$ cat config.mk
export PLATFORM = sky130hd
export DESIGN_NAME = zone_data_serializer
export DESIGN_NICKNAME = d
export VERILOG_FILES = /design/src/rtl/zone_data_serializer.sv
export SDC_FILE = /design/constraint.sdc
export NUM_CORES = 1
export LEC_CHECK = 0
export ABC_CLOCK_PERIOD_IN_PS = 2400
export BUFFER_PORTS_ARGS = -buffer_cell sky130_fd_sc_hd__buf_4
export CAP_MARGIN = 25
export CORE_ASPECT_RATIO = 1.4
export CORE_MARGIN = 5
export CORE_UTILIZATION = 30
export CTS_BUF_LIST = sky130_fd_sc_hd__clkbuf_16
export DETAILED_ROUTE_END_ITERATION = 16
export GPL_ROUTABILITY_DRIVEN = 0
export PLACE_DENSITY = 0.49
export SETUP_SLACK_MARGIN = 0.3
export SLEW_MARGIN = 15
export SYNTH_ARGS = -nofsm -noshare
export SYNTH_HDL_FRONTEND = slang
export SYNTH_SLANG_ARGS = --single-unit
$ cat constraint.sdc
create_clock -name iODCK -period 2.4 [get_ports iODCK]
set_input_delay 0.48 -clock iODCK [delete_from_list [all_inputs] [get_ports iODCK]]
set_output_delay 0.48 -clock iODCK [all_outputs]
set_load 0.01 [all_outputs]
$ cat src/rtl/zone_data_serializer.sv
// -----------------------------------------------------------------------------
// zone_data_serializer
//
// Replays a vector of per-zone backlight values along the active line, so
// every pixel can look up the value of the zone it falls in. The block keeps
// its own horizontal pixel counter and captures the zone vector at line start.
// Because of that capture, the vector may change mid-line without tearing.
//
// Ports
//   iODCK      pixel clock; all logic runs on the rising edge
//   iRST       synchronous active-high reset
//   iDE        data enable; high during the active pixels of a line
//   iZoneData  ZONES*DW zone vector; lane z = bits [DW*z+DW-1 : DW*z]
//   oZoneY     zone value for the pixel presented one cycle earlier
//   oValid     oZoneY qualifier (iDE delayed one cycle, low past the line end)
//   oZoneIdx   zone index of the pixel on oZoneY
//   oLineDone  one-cycle pulse after a line ends
//   oOverrun   one-cycle pulse on the first pixel beyond ZONES*ZONE_W
// -----------------------------------------------------------------------------
module zone_data_serializer #(
   parameter  int ZONES  = 24,
   parameter  int ZONE_W = 80,
   parameter  int DW     = 8,
   localparam int ZIW    = $clog2(ZONES)
) (
   input  logic                  iODCK,
   input  logic                  iRST,
   input  logic                  iDE,
   input  logic [ZONES*DW-1:0]   iZoneData,
   output logic [DW-1:0]         oZoneY,
   output logic                  oValid,
   output logic [ZIW-1:0]        oZoneIdx,
   output logic                  oLineDone,
   output logic                  oOverrun
);

   localparam int PW = $clog2(ZONE_W);
   localparam logic [PW-1:0]  PIX_LAST  = PW'(ZONE_W - 1);
   localparam logic [PW-1:0]  PIX_ONE   = PW'(1);
   localparam logic [ZIW-1:0] ZONE_LAST = ZIW'(ZONES - 1);

   typedef enum logic [1:0] {
      S_IDLE   = 2'd0,
      S_ACTIVE = 2'd1,
      S_OVER   = 2'd2
   } state_t;

   state_t                state_q, state_d;
   logic                  de_q, de_d;
   logic [ZONES*DW-1:0]   shadow_q, shadow_d;
   logic [PW-1:0]         pix_q, pix_d;
   logic [ZIW-1:0]        zone_q, zone_d;
   logic                  over_seen_q, over_seen_d;
   logic [DW-1:0]         zone_y_q, zone_y_d;
   logic                  valid_q, valid_d;
   logic [ZIW-1:0]        idx_q, idx_d;
   logic                  done_q, done_d;
   logic                  overrun_q, overrun_d;
   logic                  line_start;

   // Captured vector split into lanes for the per-pixel lookup.
   logic [DW-1:0] lane [ZONES];

   generate
      for (genvar gi = 0; gi < ZONES; gi++) begin : g_lane
         assign lane[gi] = shadow_q[gi*DW +: DW];
      end
   endgenerate

   // A rising iDE starts a line from any state, so a short line or an
   // overrun never leaves residue in the counters.
   assign line_start = iDE & ~de_q;

   always_comb begin
      state_d     = state_q;
      de_d        = iDE;
      shadow_d    = shadow_q;
      pix_d       = pix_q;
      zone_d      = zone_q;
      over_seen_d = over_seen_q;
      zone_y_d    = zone_y_q;
      valid_d     = 1'b0;
      idx_d       = idx_q;
      done_d      = 1'b0;
      overrun_d   = 1'b0;

      if (!iDE) begin
         // oZoneY and oZoneIdx keep their last values between lines.
         state_d = S_IDLE;
         done_d  = de_q;
      end else if (line_start) begin
         // Pixel 0 bypasses the shadow so it already sees the fresh vector.
         shadow_d    = iZoneData;
         pix_d       = PIX_ONE;
         zone_d      = '0;
         state_d     = S_ACTIVE;
         over_seen_d = 1'b0;
         zone_y_d    = iZoneData[DW-1:0];
         idx_d       = '0;
         valid_d     = 1'b1;
      end else begin
         case (state_q)
            S_ACTIVE: begin
               zone_y_d = lane[zone_q];
               idx_d    = zone_q;
               valid_d  = 1'b1;
               if (pix_q == PIX_LAST) begin
                  if (zone_q == ZONE_LAST) begin
                     // Last pixel of the line: hold counters, flag overflow.
                     state_d = S_OVER;
                  end else begin
                     pix_d  = '0;
                     zone_d = zone_q + 1'b1;
                  end
               end else begin
                  pix_d = pix_q + 1'b1;
               end
            end
            S_OVER: begin
               zone_y_d    = '0;
               idx_d       = ZONE_LAST;
               overrun_d   = ~over_seen_q;
               over_seen_d = 1'b1;
            end
            default: begin
               // IDLE with iDE high and no rising edge cannot follow a
               // normal line; output nothing until the next line start.
            end
         endcase
      end
   end

   always_ff @(posedge iODCK) begin
      if (iRST) begin
         state_q     <= S_IDLE;
         de_q        <= 1'b0;
         shadow_q    <= '0;
         pix_q       <= '0;
         zone_q      <= '0;
         over_seen_q <= 1'b0;
         zone_y_q    <= '0;
         valid_q     <= 1'b0;
         idx_q       <= '0;
         done_q      <= 1'b0;
         overrun_q   <= 1'b0;
      end else begin
         state_q     <= state_d;
         de_q        <= de_d;
         shadow_q    <= shadow_d;
         pix_q       <= pix_d;
         zone_q      <= zone_d;
         over_seen_q <= over_seen_d;
         zone_y_q    <= zone_y_d;
         valid_q     <= valid_d;
         idx_q       <= idx_d;
         done_q      <= done_d;
         overrun_q   <= overrun_d;
      end
   end

   assign oZoneY    = zone_y_q;
   assign oValid    = valid_q;
   assign oZoneIdx  = idx_q;
   assign oLineDone = done_q;
   assign oOverrun  = overrun_q;

endmodule

==> flow_summary.toml, run 1 <==
[synthesis]
syn_area_um2 = 9774
synth-edff-count = 0
synth_area_leaders = "dfxtp_1 (46%), nand2_1 (16%), a21oi_1 (11%), mux2i_1 (6.9%), mux4_2 (3.7%)"
synth.distinct_cells = 44
yosys_warnings = 0
syn_avg_cell_area_um2 = 8.105
synth_cells = 1206
synth-seq-area-share_pct = 45.88
synth-seq-cells = 224
syn-num-nets = 1403
yosys.area.top_type = "dfxtp_1"
ys.flop_type = "dfxtp_1"
async_flop_share_pct = 0
synth_top_area_share_pct = 45.88

[clock_network]
clock-root-buffer = "clkbuf_16"
clock_tree.buffer_depth = 3
cts.sinks = 224
htreeDepth = 1
insertion_delay_ns = 0.52
clkSlewWorstSetupHoldPaths_ns = 0.06
cts_tree = "done"
numCtsBuffers = 25
cts_resized = 0

[pwr]
ir_drop_v = 0.0003173
p_sw_share_pct = 24.50
total_power_mw = 8.543
p_seq_share_pct = 47.1
powerDensity_nw_per_um2 = 681.6
leakagePower_nw = 4.756
pwr-share-comb_pct = 11.0
p_int_mw = 6.450
clock_power_share_pct = 41.9
switchingPower_mw = 2.093

[sta]
fin_crit_ns = 1.989
finalSetupTns_ns = 0
final-hold-violation-count = 0
fmax_mhz = 502.8
period_share_pct = 82.88
tightest_slew_ns = 0.8301
setup-violations-final = 0
rsz0062_at_grt = "false"
drv_slew = 0
relSlewSlack_pct = 44.66
finClkSkew_ns = 0.01181

[die]
core_um2 = 32300
dieWidth_um = 162.6
chipHeight_um = 223.6
io_pins = 211
initial_utilization_pct = 30.26
rows = 78
dieArea_um2 = 36340

[setup_path]
cp-start-kind = "flip-flop"
worstPathMaxFanout = 16
r2r-end = "oZoneY[7]"
r2r-start = "zone_q[1]"
critical_path_class = "flip-flop to flip-flop"
r2r_setup_slack_ns = 0.41
crit_arrival_ns = 2.38
crit_path_end_kind = "flip-flop"
r2r_cells = 6
critPathRequiredTime_ns = 2.80

[cells_and_area]
area_delta_synth_final_pct = 28.24
layout.cells.most_common_list = "nand2_1 (410), buf_4 (224), dfxtp_1 (223), a21oi_1 (213), mux2i_1 (67)"
drive_gt1_share_pct = 21.57
seqCellArea_um2 = 4488
fin_nets = 1568
fillers = 3387
multi_input_area_um2 = 4838
layout.cells.most_common = "nand2_1"

[route]
top_layer_used = "met4"
drt_iter0_drc = 461
dr.pass1.iters = 5
viasPerCell = 4.732
met3_length_um = 1743
m1WireLength_um = 13080
drt-total-wl_um = 31590
drc = 0
dr_total_vias = 8646
routedWlPerCell_um = 17.29
drt.antenna.violating_nets = 0
wl_met2_um = 16100

[grt]
grt_pass1_vias = 8592
antenna_found_initial = 0
grt_overflow = 0
track_usage_pct = 16.43
grt_max_degree = 160
grt_pass1_wl_um = 47660

[placed_design]
io_buffers = 210
dp.final_hpwl_um = 22900

[worst_hold_path]
min_delay_worst_endpoint = "shadow_q[24]"
hp-start = "iZoneData[24]"
holdPathStages = 3
min_path_type = "input pin to flip-flop"

[run_status]
status = "finished clean"

[run]
maxCapViolations = 0
[per-layer routing]
metal  global-route usage [%]  vias up
li1                         -     4415
met1                    20.20     4003
met2                    29.43      189
met3                    3.184       39
met4                    4.223        0
met5                        0        -
[cell type report]
| type | count | share of cell area (%) |
|---|---|---|
| Antenna cell | 1 | 0.01996 |
| Clock buffer | 25 | 4.991 |
| Clock inverter | 17 | 1.008 |
| Inverter | 4 | 0.1198 |
| Multi-Input combinational cell | 881 | 38.60 |
| Sequential cell | 224 | 35.81 |
| Tap cell | 440 | 4.392 |
| Timing Repair Buffer | 235 | 15.06 |
[synth_stat cells (7+ instances only)]
cell type	count
nand2_1	410
dfxtp_1	224
a21oi_1	213
mux2i_1	67
clkbuf_1	46
buf_2	40
a22oi_1	24
nor2_1	22
nor2b_1	21
nand3_1	20
mux4_2	16
a31oi_1	11
nor3_1	9
o211ai_1	9
a21o_1	8
o21ai_0	8
a2111oi_2	7
[through the flow]
| stage | instance area, um^2 | setup WS (ns) | hold WS (ns) | instances | utilization (%) |
|---|---|---|---|---|---|
| 3_3_place_gp | 11770 | 0.3647 | 0.4395 | 1783 | 36.42 |
| 2_1_floorplan | 9774 | 0.6678 | 0.4022 | 1206 | - |
| 6_report | 12530 | 0.4110 | 0.2074 | 1827 | 38.80 |
| 3_5_place_dp | 11770 | 0.3267 | 0.4458 | 1783 | 36.42 |
| 4_1_cts | 12520 | 0.3331 | 0.1873 | 1825 | 38.75 |
| 5_1_grt | 12530 | 0.3038 | 0.1936 | 1826 | 38.79 |
[worst max path at each step]
stage               startpoint   endpoint  slack [ns]  depth (start not counted)
finish               zone_q[1]  oZoneY[7]        0.41                          6
global route         zone_q[1]  oZoneY[7]        0.30                          6
CTS                  zone_q[0]  oZoneY[7]        0.33                          5
detailed placement   zone_q[0]  oZoneY[7]        0.33                          5
global placement     zone_q[0]  oZoneY[1]        0.36                          4
floorplan            zone_q[0]  oZoneY[0]        0.67                          5
[timing repair]
item                                    CTS  global route
endpoints found under the setup margin    0             4
endpoints found under the hold margin     0             0
setup buffers                             0             1
hold buffers                              0             0
[state kept, by name (all words and copies together), names as in the netlist]
name         flops
oLineDone        1
shadow_q       192
pix_q            7
oOverrun         1
oZoneY           8
zone_q           5
oValid           1
de_q             1
state_q          2
oZoneIdx         5
over_seen_q      1
[logic make-up after synthesis]
group / after synthesis / share of synthesized area (%)
AND/OR/NAND/NOR: 504 / 21.02
multiplexers: 83 / 10.55
XOR/XNOR: 3 / 0.2689
buffers and inverters: 101 / 4.775
adder cells (fa/ha/maj): 2 / 0.2560
flip-flops: 224 / 45.88
AO/OA/AOI/OAI: 289 / 17.26
[worst max-delay path, cell delays in order (launching register included)]
cell and delay [ns]:
dfxtp_1 0.55, buf_12 0.22, mux4_2 0.29, nor2b_1 0.14, a2111oi_0 0.43, buf_4 0.18, a31oi_1 0.06
[power groups by stage]
stage                     logic, mW  clock network (mW)  registers (mW)
after global placement        0.945                   0            4.10
after global routing           1.04                3.84            4.04
final                         0.940                3.58            4.02
after CTS                     0.955                3.70            4.02
after detailed placement      0.954                   0            4.10
after floorplan               0.502                   0            4.07
(Power assumes the default switching activity.)
==> run 2: changes to the inputs <==
--- a/config.mk
+++ b/config.mk
@@ -5,7 +5,7 @@
 export SDC_FILE = /design/constraint.sdc
 export NUM_CORES = 1
 export LEC_CHECK = 0
-export ABC_CLOCK_PERIOD_IN_PS = 2400
+export ABC_CLOCK_PERIOD_IN_PS = 1700
 export BUFFER_PORTS_ARGS = -buffer_cell sky130_fd_sc_hd__buf_4
 export CAP_MARGIN = 25
 export CORE_ASPECT_RATIO = 1.4
@@ -14,7 +14,7 @@
 export CTS_BUF_LIST = sky130_fd_sc_hd__clkbuf_16
 export DETAILED_ROUTE_END_ITERATION = 16
 export GPL_ROUTABILITY_DRIVEN = 0
-export PLACE_DENSITY = 0.49
+export PLACE_DENSITY = 0.51
 export SETUP_SLACK_MARGIN = 0.3
 export SLEW_MARGIN = 15
 export SYNTH_ARGS = -nofsm -noshare
==> constraint.sdc (replaced) <==
create_clock -name iODCK -period 1.7 [get_ports iODCK]
set_input_delay 0.34 -clock iODCK [delete_from_list [all_inputs] [get_ports iODCK]]
set_output_delay 0.34 -clock iODCK [all_outputs]
set_load 0.01 [all_outputs]
==> run 2 against run 1 <==
  * The flow now finishes with violations (setup timing)
  * Combinational power grew 80%
  * Via count grew 5.8%
  * Global-route usage up 1.2 points
  * Critical path depth fell by 1
  * Sequential power increased by 42%
  * Die area is the same
  * Worst hold slack lost 0.14 ns
  * Clock skew is 0.0022 ns lower
  * Register-to-register slack worse by 0.54 ns
  * Critical endpoint is now oZoneY[3]
  * Largest power group unchanged
==> flow_summary.toml, run 2 (synthesis gave the netlist of run 1 again) <==
[die]
initial_utilization_pct = 30.26
dieWidth_um = 162.6
dieArea_um2 = 36340
chipHeight_um = 223.6
io_pins = 211
core_um2 = 32300
rows = 78

[sta]
setup-violations-final = 13
fin_ws_ns = -0.1329
fmax_mhz = 545.6
finalSetupTns_ns = -1.004
drv_slew = 0
tightest_slew_ns = 0.6027
final-hold-violation-count = 0
finClkSkew_ns = 0.009559
relSlewSlack_pct = 59.82
period_share_pct = 107.8
rsz0062_at_grt = "true"
fin_crit_ns = 1.833

[worst_hold_path]
hp-start = "iZoneData[61]"
min_path_type = "input pin to flip-flop"
holdPathStages = 3
min_delay_worst_endpoint = "shadow_q[61]"

[route]
dr_total_vias = 9144
dr.pass1.iters = 5
drt_iter0_drc = 540
drc = 0
drt.antenna.violating_nets = 0
routedWlPerCell_um = 18.64
viasPerCell = 4.864
drt-total-wl_um = 35050

[cells_and_area]
final_core_util_pct = 43.05
largest_register = "shadow_q"
fin_nets = 1620
layout.cells.most_common_list = "nand2_1 (387), buf_4 (240), dfxtp_1 (212), a21oi_1 (199), mux2i_1 (67)"
diodes = 0
largest_reg_flops = 192
fillers = 3287
layout.cells.most_common = "nand2_1"
area_delta_synth_final_pct = 42.28
drive_gt1_share_pct = 29.58

[placed_design]
io_buffers = 210
dp.final_hpwl_um = 23560

[run_status]
status = "finished with violations"
violations = "setup timing"

[grt]
grt_pass1_wl_um = 50700
grt_max_degree = 129
grt_pass1_vias = 9029
antenna_found_initial = 1
grt_overflow = 0
track_usage_pct = 17.63

[clock_network]
numCtsBuffers = 24
cts_tree = "done"
clkSlewWorstSetupHoldPaths_ns = 0.07
clock-root-buffer = "clkbuf_16"
cts.sinks = 224
htreeDepth = 1
clock_tree.buffer_depth = 3
insertion_delay_ns = 0.52

[setup_path]
cp-start-kind = "flip-flop"
critical_path_class = "flip-flop to flip-flop"
worstPathMaxFanout = 6
r2r-end = "oZoneY[3]"
crit_path_end_kind = "flip-flop"
r2r_setup_slack_ns = -0.13
critPathRequiredTime_ns = 2.08
r2r_cells = 5
r2r-start = "zone_q[0]"
crit_arrival_ns = 2.21

[pwr]
total_power_mw = 12.99
ir_drop_v = 0.0004851
powerDensity_nw_per_um2 = 933.7
leakagePower_nw = 5.321

[run]
maxCapViolations = 0
==> run 2: cell count changes in the layout (fill, tap and decap cells not counted), moves of 9 or more <==
cell and change:
buf_16 +13, buf_6 +11, nand2_2 +21, a21oi_2 +14, buf_4 +16, clkbuf_16 +9, a21oi_1 -14, dfxtp_1 -11
nand2_1 -23
==> run 2: per-stage QoR <==
stage	instances	instance area (um^2)	hold WS [ns]	setup WS, ns
floorplan	1206	9799	0.4022	0.07545
global placement	1798	11920	0.4420	-0.2030
detailed placement	1798	11920	0.4407	-0.2479
CTS	1865	13440	0.04607	-0.1121
global route	1880	13910	0.04968	-0.1880
finish	1880	13910	0.06576	-0.1329
==> run 2: per-layer routing <==
metal | vias to the layer above | part of all wire (%) | global-route usage [%]
li1 | 4533 | - | -
met1 | 4368 | 41 | 21.60
met2 | 205 | 52 | 31.69
met3 | 36 | 5.5 | 3.663
met4 | 2 | 1.5 | 4.115
met5 | - | 0.057 | 0
==> run 2: timing repair <==
| action | CTS | global route |
|---|---|---|
| setup endpoints to repair | 128 | 173 |
| hold buffers | 0 | 0 |
| resized for setup | 63 | 65 |
| cloned | 9 | 11 |
| setup buffers | 15 | 4 |
| pin swaps | 17 | 7 |
==> run 2: cell type report <==
class,count,area (um^2),area share (%)
clock buffer,25,625.6,4.498
clock inverter,18,220.2,1.583
inverter,4,15.01,0.1080
multi-input combinational,881,5159,37.09
sequential,224,4512,32.44
tap,440,550.5,3.959
timing repair buffer,288,2825,20.31
==> run 2: how the worst max path moves through the flow <==
stage          startpoint        end  slack, ns  cells past startpoint
2_1_floorplan   zone_q[0]  oZoneY[0]       0.08                      5
3_3_place_gp    zone_q[0]  oZoneY[0]      -0.20                      6
3_5_place_dp    zone_q[0]  oZoneY[0]      -0.25                      6
4_1_cts         zone_q[0]  oZoneY[2]      -0.11                      6
5_1_grt         zone_q[0]  oZoneY[4]      -0.19                      5
6_report        zone_q[0]  oZoneY[3]      -0.13                      5
==> run 2: report_power, final <==
part / switching, mW / total (mW) / internal, mW
clock: 2.17 / 5.59 / 3.42
combinational: 0.815 / 1.69 / 0.872
sequential: 0.183 / 5.71 / 5.53
total: 3.17 / 13.0 / 9.82
==> run 2: worst max-delay path, cell delays in order, from the launching register on <==
cell and delay [ns]:
dfxtp_4 0.40, buf_4 0.14, mux4_2 0.49, nor2b_1 0.17
a2111oi_4 0.38, a31oi_1 0.13
==> run 3: changes to the inputs <==
--- a/config.mk
+++ b/config.mk
@@ -10,11 +10,11 @@
 export CAP_MARGIN = 25
 export CORE_ASPECT_RATIO = 1.4
 export CORE_MARGIN = 5
-export CORE_UTILIZATION = 30
+export CORE_UTILIZATION = 40
 export CTS_BUF_LIST = sky130_fd_sc_hd__clkbuf_16
 export DETAILED_ROUTE_END_ITERATION = 16
 export GPL_ROUTABILITY_DRIVEN = 0
-export PLACE_DENSITY = 0.51
+export PLACE_DENSITY = 0.64
 export SETUP_SLACK_MARGIN = 0.3
 export SLEW_MARGIN = 15
 export SYNTH_ARGS = -nofsm -noshare
==> run 3 against run 2 <==
  * The run still ends with setup timing left
  * Die area shrank 24%
  * Clock-buffer cell count shrank 2
  * Worst hold slack lost 0.0037 ns
  * Fmax grew 0.59%
  * Via count grew 8.2%
  * Sequential share of layout area shrank 3.6 points
  * Sequential cell count is the same
  * First-iteration DRC count grew 15%
  * Power shrank 2.3%
  * Register-to-register slack is essentially flat
  * Critical path depth grew 2
  * Routed wire length grew 3.2%
==> flow_summary.toml, run 3 (synthesis gave the netlist of run 1 again) <==
[die]
io_pins = 211
chipHeight_um = 195.0
dieWidth_um = 142.1
core_um2 = 24060
initial_utilization_pct = 40.63
rows = 67
dieArea_um2 = 27710

[sta]
drv_slew = 0
rsz0062_at_grt = "true"
relSlewSlack_pct = 59.29
finClkSkew_ns = 0.02333
setup-violations-final = 11
fin_crit_ns = 1.822
final-hold-violation-count = 0
fmax_mhz = 548.8
fin_ws_ns = -0.1221
tightest_slew_ns = 0.6107
period_share_pct = 107.2
finalSetupTns_ns = -0.6732

[cells_and_area]
fillers = 1821
fin_cells = 1793
drive_gt1_share_pct = 46.19
multi_input_area_um2 = 6450
final_core_util_pct = 64.86
layout.cells.most_common_list = "nand2_1 (283), buf_4 (247), dfxtp_1 (215), a21oi_2 (120), nand2_4 (112)"
area_delta_synth_final_pct = 59.64
diodes = 0
largest_reg_flops = 192
largest_register = "shadow_q"
layout.cells.most_common = "nand2_1"
fin_area_um2 = 15600
seqCellArea_um2 = 4501
fin_nets = 1666

[setup_path]
cp-start-kind = "flip-flop"
crit_chain = "buf_12 > buf_6 > mux4_2 > nor2b_4 > a2111oi_4 > buf_4 > a31oi_1"
crit_path_end_kind = "flip-flop"
critical_path_class = "flip-flop to flip-flop"
cp_slowest_cell = "mux4_2"
critPathRequiredTime_ns = 2.10
crit_family = "multiplexers"
cp_num_buf_inv = 3
crit_arrival_ns = 2.22
worstPathMaxFanout = 5
slowest_delay_ns = 0.50

[placed_design]
post_dp_cell_area_um2 = 11920
dpl.cell_count = 1683
dp.final_hpwl_um = 21870
io_buffers = 210

[run]
maxCapViolations = 0

[route]
drt_iter0_drc = 619
viasPerCell = 5.517
drt.antenna.violating_nets = 0
dr_total_vias = 9892
drt-total-wl_um = 36150
routedWlPerCell_um = 20.16
dr.pass1.iters = 5
drc = 0

[grt]
met3_usage_pct = 4.597
grt_use_met2_pct = 36.37
grt_pass1_wl_um = 47640
grt_max_degree = 104
grt_overflow = 0
use_met1_pct = 25.92
grt_pass1_vias = 9082
top_usage_layer = "met2"
antenna_found_initial = 0
track_usage_pct = 21.27

[run_status]
violations = "setup timing"
status = "finished with violations"

[pwr]
powerDensity_nw_per_um2 = 813.2
leakagePower_nw = 6.278
ir_drop_v = 0.0006817
total_power_mw = 12.69

[clock_network]
cts.sinks = 224
htreeDepth = 1
clock_tree.buffer_depth = 3
insertion_delay_ns = 0.52
clock-root-buffer = "clkbuf_16"
clkSlewWorstSetupHoldPaths_ns = 0.06
cts_tree = "done"
numCtsBuffers = 23
hold_buffers = 0

[worst_hold_path]
min_path_type = "input pin to flip-flop"
==> run 3: changes by cell type in the layout (fill, tap and decap cells not counted), moves of 6 or more <==
cell | previous run | this run
nand2_4 | 2 | 112
a21oi_1 | 199 | 93
a21oi_2 | 14 | 120
nand2_1 | 387 | 283
clkbuf_16 | 34 | 49
buf_6 | 12 | 24
buf_12 | 12 | 23
buf_4 | 240 | 247
nand2_2 | 21 | 14
buf_8 | 0 | 6
==> run 3: metal layers <==
layer,vias to the layer above,share of wire (%)
li1,4644,-
met1,4746,37
met2,389,51
met3,113,6.8
met4,0,4.9
met5,-,0
==> run 3: stage by stage <==
step                setup slack (ns)  hold slack [ns]
finish                       -0.1221          0.06209
global route                 -0.1751          0.05268
CTS                          -0.1207          0.04975
detailed placement           -0.1481           0.4221
global placement             -0.1087           0.4327
floorplan                    0.07545           0.4022
==> run 3: tightest hold or removal path, delay by kind of cell <==
kind                   cells  cell delay [ns]
buffers and inverters      1             0.12
AND/OR/NAND/NOR            1             0.04
AO/OA/AOI/OAI              1             0.04
==> run 3: final cells by class <==
cell class                      count  area share, %
Clock buffer                       23          3.689
Clock inverter                     16         0.6495
Inverter                            4        0.09622
Multi-Input combinational cell    881          41.34
Sequential cell                   224          28.84
Tap cell                          310          2.486
Timing Repair Buffer              335          22.90
==> run 3: timing repair <==
| action | CTS | global route |
|---|---|---|
| pin swaps | 11 | 227 |
| gates resized for setup | 62 | 426 |
| setup buffers | 13 | 18 |
| endpoints found under the setup margin | 162 | 165 |
| gates cloned | 5 | 35 |
==> run 3: final timing paths <==
| path | depth (start not counted) | slack, ns | start | end |
|---|---|---|---|---|
| worst min-delay path | 3 | 0.06 | iZoneData[17] | shadow_q[17] |
| worst min register to register | 2 | 0.45 | shadow_q[116] | shadow_q[116] |
| worst max register to register | 7 | -0.12 | zone_q[0] | oZoneY[7] |
| worst max-delay path | 7 | -0.12 | zone_q[0] | oZoneY[7] |
==> run 3: where the power goes <==
group	internal (mW)	switching (mW)	leakage, nW
logic	1.16	1.12	4.09
clock network	2.60	2.10	0.349
registers	5.53	0.178	1.84
total	9.29	3.40	6.28
